<file path="src/rtl/serial_subtractor_if.sv">
// serial_subtractor_if: operand/result bundle for the bit-serial subtractor.
//   start      - request a new subtraction (master -> slave)
//   a, b       - minuend and subtrahend, WIDTH bits (master -> slave)
//   bin        - borrow-in, only when SERIAL_SUB_BIN_EN is defined (master -> slave)
//   busy, done - operation in progress / one-cycle completion pulse (slave -> master)
//   diff, bout - result and final borrow-out (slave -> master)
// Optional feature macro: SERIAL_SUB_BIN_EN.
interface serial_subtractor_if #(
  parameter int unsigned WIDTH = 8
);
  logic             start;
  logic [WIDTH-1:0] a;
  logic [WIDTH-1:0] b;
`ifdef SERIAL_SUB_BIN_EN
  logic             bin;
`endif
  logic             busy;
  logic             done;
  logic [WIDTH-1:0] diff;
  logic             bout;

`ifdef SERIAL_SUB_BIN_EN
  modport master (output start, a, b, bin, input busy, done, diff, bout);
  modport slave  (input start, a, b, bin, output busy, done, diff, bout);
`else
  modport master (output start, a, b, input busy, done, diff, bout);
  modport slave  (input start, a, b, output busy, done, diff, bout);
`endif
endinterface

</file>
<file path="src/rtl/serial_subtractor.sv">
// serial_subtractor: bit-serial two's-complement subtractor, a - b (- bin), LSB first,
// one full-subtractor cell with a registered borrow. WIDTH run cycles per operation.
// Ports:
//   clk - rising-edge clock
//   rst - asynchronous active-high reset
//   bus - serial_subtractor_if.slave (start/a/b[/bin] in, busy/done/diff/bout out)
// Optional feature macro: SERIAL_SUB_BIN_EN (adds bin as the initial borrow).
module serial_subtractor #(
  parameter int unsigned WIDTH = 8
) (
  input logic                clk,
  input logic                rst,
  serial_subtractor_if.slave bus
);
  localparam int unsigned CntW = $clog2(WIDTH);

  typedef enum logic [1:0] {StIdle, StRun, StDone} state_e;

  state_e            state_q, state_d;
  logic [WIDTH-1:0]  a_q, a_d;
  logic [WIDTH-1:0]  b_q, b_d;
  logic [WIDTH-1:0]  diff_q, diff_d;
  logic              borrow_q, borrow_d;
  logic              bout_q, bout_d;
  logic [CntW-1:0]   cnt_q, cnt_d;

  logic x, y, w, d, bo;

  always_ff @(posedge clk or posedge rst) begin
    if (rst) begin
      state_q  <= StIdle;
      a_q      <= '0;
      b_q      <= '0;
      diff_q   <= '0;
      borrow_q <= 1'b0;
      bout_q   <= 1'b0;
      cnt_q    <= '0;
    end else begin
      state_q  <= state_d;
      a_q      <= a_d;
      b_q      <= b_d;
      diff_q   <= diff_d;
      borrow_q <= borrow_d;
      bout_q   <= bout_d;
      cnt_q    <= cnt_d;
    end
  end

  // Full-subtractor cell on the current LSBs.
  always_comb begin
    x  = a_q[0];
    y  = b_q[0];
    w  = borrow_q;
    d  = x ^ y ^ w;
    bo = (~x & y) | (~(x ^ y) & w);
  end

  always_comb begin
    state_d  = state_q;
    a_d      = a_q;
    b_d      = b_q;
    diff_d   = diff_q;
    borrow_d = borrow_q;
    bout_d   = bout_q;
    cnt_d    = cnt_q;
    unique case (state_q)
      StIdle, StDone: begin
        if (bus.start) begin
          a_d      = bus.a;
          b_d      = bus.b;
`ifdef SERIAL_SUB_BIN_EN
          borrow_d = bus.bin;
`else
          borrow_d = 1'b0;
`endif
          cnt_d    = '0;
          state_d  = StRun;
        end else begin
          state_d = StIdle;
        end
      end
      StRun: begin
        diff_d   = {d, diff_q[WIDTH-1:1]};
        a_d      = a_q >> 1;
        b_d      = b_q >> 1;
        borrow_d = bo;
        // Last bit is processed with the counter at WIDTH-1; hold it there so it never wraps.
        if (cnt_q == CntW'(WIDTH - 1)) begin
          bout_d  = bo;
          state_d = StDone;
        end else begin
          cnt_d = cnt_q + CntW'(1);
        end
      end
      default: state_d = StIdle;
    endcase
  end

  assign bus.busy = (state_q == StRun);
  assign bus.done = (state_q == StDone);
  assign bus.diff = diff_q;
  assign bus.bout = bout_q;

endmodule

</file>
<file path="src/flat_wrapper.sv">
// flat-port wrapper written by rule: the top's interface ports become plain ports
module serial_subtractor_flat 
#(
  parameter int unsigned WIDTH = 8
)
  (clk, rst, bus_start, bus_a, bus_b, bus_busy, bus_done, bus_diff, bus_bout);
  serial_subtractor_if #(.WIDTH(WIDTH)) bus_i ();
  input logic clk;
  input logic rst;
  input wire logic [$bits(bus_i.start)-1:0] bus_start;
  input wire logic [$bits(bus_i.a)-1:0] bus_a;
  input wire logic [$bits(bus_i.b)-1:0] bus_b;
  output wire logic [$bits(bus_i.busy)-1:0] bus_busy;
  output wire logic [$bits(bus_i.done)-1:0] bus_done;
  output wire logic [$bits(bus_i.diff)-1:0] bus_diff;
  output wire logic [$bits(bus_i.bout)-1:0] bus_bout;
  assign bus_i.start = bus_start;
  assign bus_i.a = bus_a;
  assign bus_i.b = bus_b;
  assign bus_busy = bus_i.busy;
  assign bus_done = bus_i.done;
  assign bus_diff = bus_i.diff;
  assign bus_bout = bus_i.bout;
  serial_subtractor #(.WIDTH(WIDTH)) u_core (.clk(clk), .rst(rst), .bus(bus_i));
endmodule
</file>
<file path="config.mk">
export PLATFORM = sky130hd
export DESIGN_NAME = serial_subtractor_flat
export DESIGN_NICKNAME = d
export VERILOG_FILES = /design/src/rtl/serial_subtractor_if.sv /design/src/rtl/serial_subtractor.sv /design/src/flat_wrapper.sv
export SDC_FILE = /design/constraint.sdc
export NUM_CORES = 1
export LEC_CHECK = 0
export BUFFER_PORTS_ARGS = -buffer_cell sky130_fd_sc_hd__buf_2
export CORE_UTILIZATION = 54
export CTS_BUF_LIST = sky130_fd_sc_hd__clkbuf_4 sky130_fd_sc_hd__clkbuf_8 sky130_fd_sc_hd__clkbuf_16
export DETAILED_ROUTE_END_ITERATION = 6
export GPL_ROUTABILITY_DRIVEN = 0
export GPL_TIMING_DRIVEN = 0
export PLACE_DENSITY = 0.78
export RECOVER_POWER = 100
export SLEW_MARGIN = 20
export SYNTH_ARGS = -nofsm -noshare
export SYNTH_HDL_FRONTEND = slang
export SYNTH_SLANG_ARGS = --single-unit
</file>
<file path="constraint.sdc">
create_clock -name clk -period 1.9 [get_ports clk]
set_input_delay 0.285 -clock clk [delete_from_list [all_inputs] [get_ports clk]]
set_output_delay 0.285 -clock clk [all_outputs]
set_load 0.01 [all_outputs]
</file>
After elaboration in Yosys (flattened, before gate mapping)
Index checks and enable logic that the tools add are counted.
Word-level totals
  register bits after elaboration: 31
  output and inout port bits: 11
Operators by class
  add/subtract/negate cells: 1
  equality and inequality tests: 6
  multiplexer cells: 12
  bitwise logic cells: 7
  reduce and logical (&&, ||, !) cells: 6
Operator list (count)
  $pmux 8 s2: 2
  $mux 8: 2
  $mux 3: 2
  $pmux 3 s2: 1
  $ne 2x2->1 const B: 2
  $pmux 2 s2: 1
  $reduce_and 2->1: 2
  $add 3x1->3 const B: 1
  $eq 3x3->1 const B: 1
  $reduce_and 3->1: 1
  $and 1x1->1: 2
  $eq 2x1->1 const B: 1
  $eq 2x2->1 const B: 1
  $logic_not 2->1: 1
  $mux 1: 2
  $mux 2: 1
  $ne 2x1->1 const B: 1
  $not 1->1: 2
  $pmux 1 s2: 1
  $reduce_bool 2->1: 1
  $reduce_or 2->1: 1
  $xor 1x1->1: 2
  $or 1x1->1: 1

Logic depth before layout (Yosys ltp)
  word-level depth: 5
  depth in mapped cells: 4
  gate-level depth less buffers: 4

Least setup slack after synthesis
OpenSTA, ideal clock, no wires.
  kind: reg-to-reg
  start: reg u_core.cnt_q[0]
  end: reg u_core.cnt_q[0]
  setup time: 0.090 ns
  arrival: 1.325 ns
  required time: 1.810 ns
  setup slack: 0.485 ns
  stages on the path, launching flop included: 5
  buffers on the path: 0
  clock period less this slack: 1.415 ns
  cell sequence: dfrtp_1 ha_1 ha_1 or4b_1 o221ai_1
Between the ends
  longest elaborated chain between the ends: 3
RTL lines
  from (decl): line serial_subtractor.sv:25  | logic [CntW-1:0] cnt_q, cnt_d;
  from (signal assigned): line serial_subtractor.sv:45  | cnt_q <= cnt_d;
  $add 3x1->3 / $eq 3x3->1 (equally long branches): line serial_subtractor.sv:92, serial_subtractor.sv:88
  $mux 3 / $ne 2x2->1 (equally long branches)
  $pmux 3 s2 / $reduce_and 3->1 (equally long branches)
Several ways; a longest one is shown, not always the timed one. The select of a mux whose other input is x is not followed.
A chain may end at the register's enable or synchronous reset.

Worst setup path after layout
  start: reg u_core.state_q[0]
  end: out bus_done
Between the ends
  longest elaborated chain between the ends: 1
RTL lines
  from (decl): line serial_subtractor.sv:19  | state_e state_q, state_d;
  from (signal assigned): line serial_subtractor.sv:31  | state_q <= StIdle;
  from (signal assigned): line serial_subtractor.sv:39  | state_q <= state_d;
  $eq 2x2->1: line serial_subtractor.sv:100  | assign bus.done = (state_q == StDone);
  to (decl): line flat_wrapper.sv:14  | output wire logic [$bits(bus_i.done)-1:0] bus_done;
No other way between the ends.

==> reports/qor.csv <==
metric,value,unit
Syn Std Cell Area,1610,sq um
row cnt,19,
worst skew pair latency,0.33,ns
Final Instance Area,1860,sq um
area grow syn2layout,15.6,%
grt ovf,0,
WP data arrival,1.42,ns
Tcrit/Tclk final,89.9,%
core box area,2780,sq um
Post-Place Setup Slack,0.405,ns
Worst Skew,0.00555,ns
Setup crit start kind,flop,
crit path max-delay cell type,dfrtp_1,
Initial DRT Pass Iterations,2,
DRT iter0 DRCs,13,
Cells after Synth,124,
Worst Reg-to-Reg Cells,4,
worst stage delay on the critical path,0.42,ns
register bit total from synthesis,31,
Max Clk Rate,585,MHz
die area,3200,sq um
CP Class,reg -> out,
WL/cell,14.7,um
CP endpoint kind,primary output,
number of setup violations in the final report,0,
Die Y,56.6,um
initial antenna violation count,0,
CTS tree,yes,
share of layout cells above drive strength 1,26.3,%
total negative slack,0,ns
first-pass GRT wire length,4.77,mm
"Seq/Total Area, Yosys",48.2,%
RSZ-0062 raised after global routing,false,
YS warnings,0,
worst slew pin tran,1.13,ns
vias in the first global route,1105,
Leak,0.000959,uW
outcome,finished clean,
max-cap check violation count,0,
die width,56.6,um
Final nets,181,
Sink Count,31,
"critical path, cell by cell","buf_2, buf_4, nor2b_1, clkbuf_1",
power per cell area,1460,nW/um^2
Top Ports,30,
worst setup margin,0.191,ns
CTS buffer count,5,
placed standard-cell area,1790,sq um
Routed WL,2.82,mm
dpl hpwl,2.01,mm
average size of a mapped cell,13.0,sq um
ys async rst share,100,%
count of final hold-check violations,0,
overall global routing resource usage,19.7,%
Pins Over Slew Limit,0,
Post-synth EDFFs,0,
Mapped Nets,146,
Critical Path RT,1.62,ns
DR vias/cell,5.64,
setup bufs post-CTS,0,
Hold Path Class,in -> async,
Resized cells post-CTS,0,
filler cell count,220,
Clock Tree Buf Depth,2,
H-tree depth,2,
Ant. Diodes,0,
initial core utilization,57.8,%
critical path peak fanout,10,
Vias,1078,
top_reg_cell synth,dfrtp_1,
Buffers on Ports,28,
Clock Pin Slew Worst Setup and Hold Paths,0.10,ns
min Tclk post-route,1.71,ns
post-route ant nets,0,
CTS Root Buffer Type,clkbuf_4,
synth unique cells,24,
largest net degree at the start of global routing,32,
VDD IR max,1.15,mV
cts hold-fix bufs,0,
DRC Markers,0,
worst relative slew slack,24.9,%
[metal layers]
| metal | global-route usage (%) | up-vias | wire length [um] |
|---|---|---|---|
| met1 | 23.8 | 540 | 1270 |
| met4 | 6.27 | 0 | 25 |
| met5 | 0 | - | 0 |
| met2 | 32.8 | 21 | 1420 |
| li1 | - | 513 | - |
| met3 | 7.14 | 4 | 101 |
[critical path: cells and delay by family (launching register included)]
kind / cells / cell delay [ns]
flip-flops: 1 / 0.42
buffers and inverters: 3 / 0.56
AND/OR/NAND/NOR: 1 / 0.12
[cell usage after synthesis, drive strengths merged, types with 2 or more instances]
| library cell | instances | area (sq um) |
|---|---|---|
| dfrtp | 31 | 776 |
| mux2 | 9 | 101 |
| inv | 5 | 18.8 |
| o21ai | 2 | 10.0 |
| nand3 | 2 | 10.0 |
| o211a | 2 | 20.0 |
| nor2 | 2 | 7.51 |
| buf | 9 | 62.6 |
| nand2b | 3 | 18.8 |
| mux2i | 45 | 450 |
| ha | 2 | 25.0 |
| nor2b | 2 | 12.5 |
[cells by family (layout without fill, tap and decap cells)]
kind of cell,count (synthesis),count (layout),share of synthesized area [%]
buf+inv,14,50,5.05
flops,31,31,48.2
compound gates,8,8,4.20
simple gates,14,14,5.44
mux,54,54,34.3
fa+ha+maj,3,3,2.80
[power by group]
| group | internal (uW) | switching (uW) | total [uW] |
|---|---|---|---|
| clock | 311 | 229 | 539 |
| combinational | 557 | 491 | 1050 |
| sequential | 931 | 202 | 1130 |
[area by class of cell]
class | count | area (sq um) | share of cell area, %
plain buffers | 9 | 61.3 | 3.30
clock buffers | 6 | 51.3 | 2.76
clock inverters | 2 | 35.0 | 1.88
inverters | 5 | 18.8 | 1.01
multi-input cells | 79 | 752 | 40.4
flip-flops and latches | 31 | 776 | 41.7
well taps | 31 | 38.8 | 2.09
repair buffers | 28 | 126 | 6.80
[flip-flops by register name, indices dropped and copies added (netlist names)]
signal / count
u_core.a_q: 8
u_core.b_q: 8
u_core.bus.diff: 8
u_core.cnt_q: 3
u_core.state_q: 2
u_core.borrow_q: 1
u_core.bus.bout: 1
[layout by cell type, fill, tap and decap left out, drive strengths merged]
cell	Yosys	final
mux2i	45	45
dfrtp	31	31
buf	9	25
clkbuf	0	18
mux2	9	9
inv	5	5
nand2b	3	3
nor2b	2	2
nor2	2	2
o211a	2	2
nand3	2	2
o21ai	2	2
ha	2	2
nand2	1	1
or4b	1	1
o221ai	1	1
nor4bb	1	1
a211o	1	1
nand3b	1	1
nor3b	1	1
a311o	1	1
a32o	1	1
fa	1	1
clkinv	0	1
bufinv	0	1
[path summary, 6_finish.rpt]
kind | slack, ns | start | end
worst max-delay path | 0.19 | u_core.state_q[0] | bus_done
worst min-delay path | 0.23 | rst | u_core.a_q[2]
worst max register to register | 0.39 | u_core.cnt_q[0] | u_core.cnt_q[0]
worst min register to register | 0.53 | u_core.bus.diff[0] | u_core.bus.diff[0]
max in group asynchronous | 0.99 | rst | u_core.cnt_q[0]
min in group clk | 0.24 | bus_a[3] | u_core.a_q[3]
[through the flow]
stage | cells | util (%) | hold WS, ns | total power, uW
after global routing | 191 | 66.8 | 0.228 | 2910
after detailed placement | 183 | 64.3 | 0.403 | 2230
after floorplan | 124 | - | 0.389 | 1920
after global placement | 183 | 64.3 | 0.486 | 2140
final | 191 | 66.8 | 0.231 | 2720
after CTS | 191 | 67.4 | 0.0464 | 2760
(Power assumes the default switching activity.)
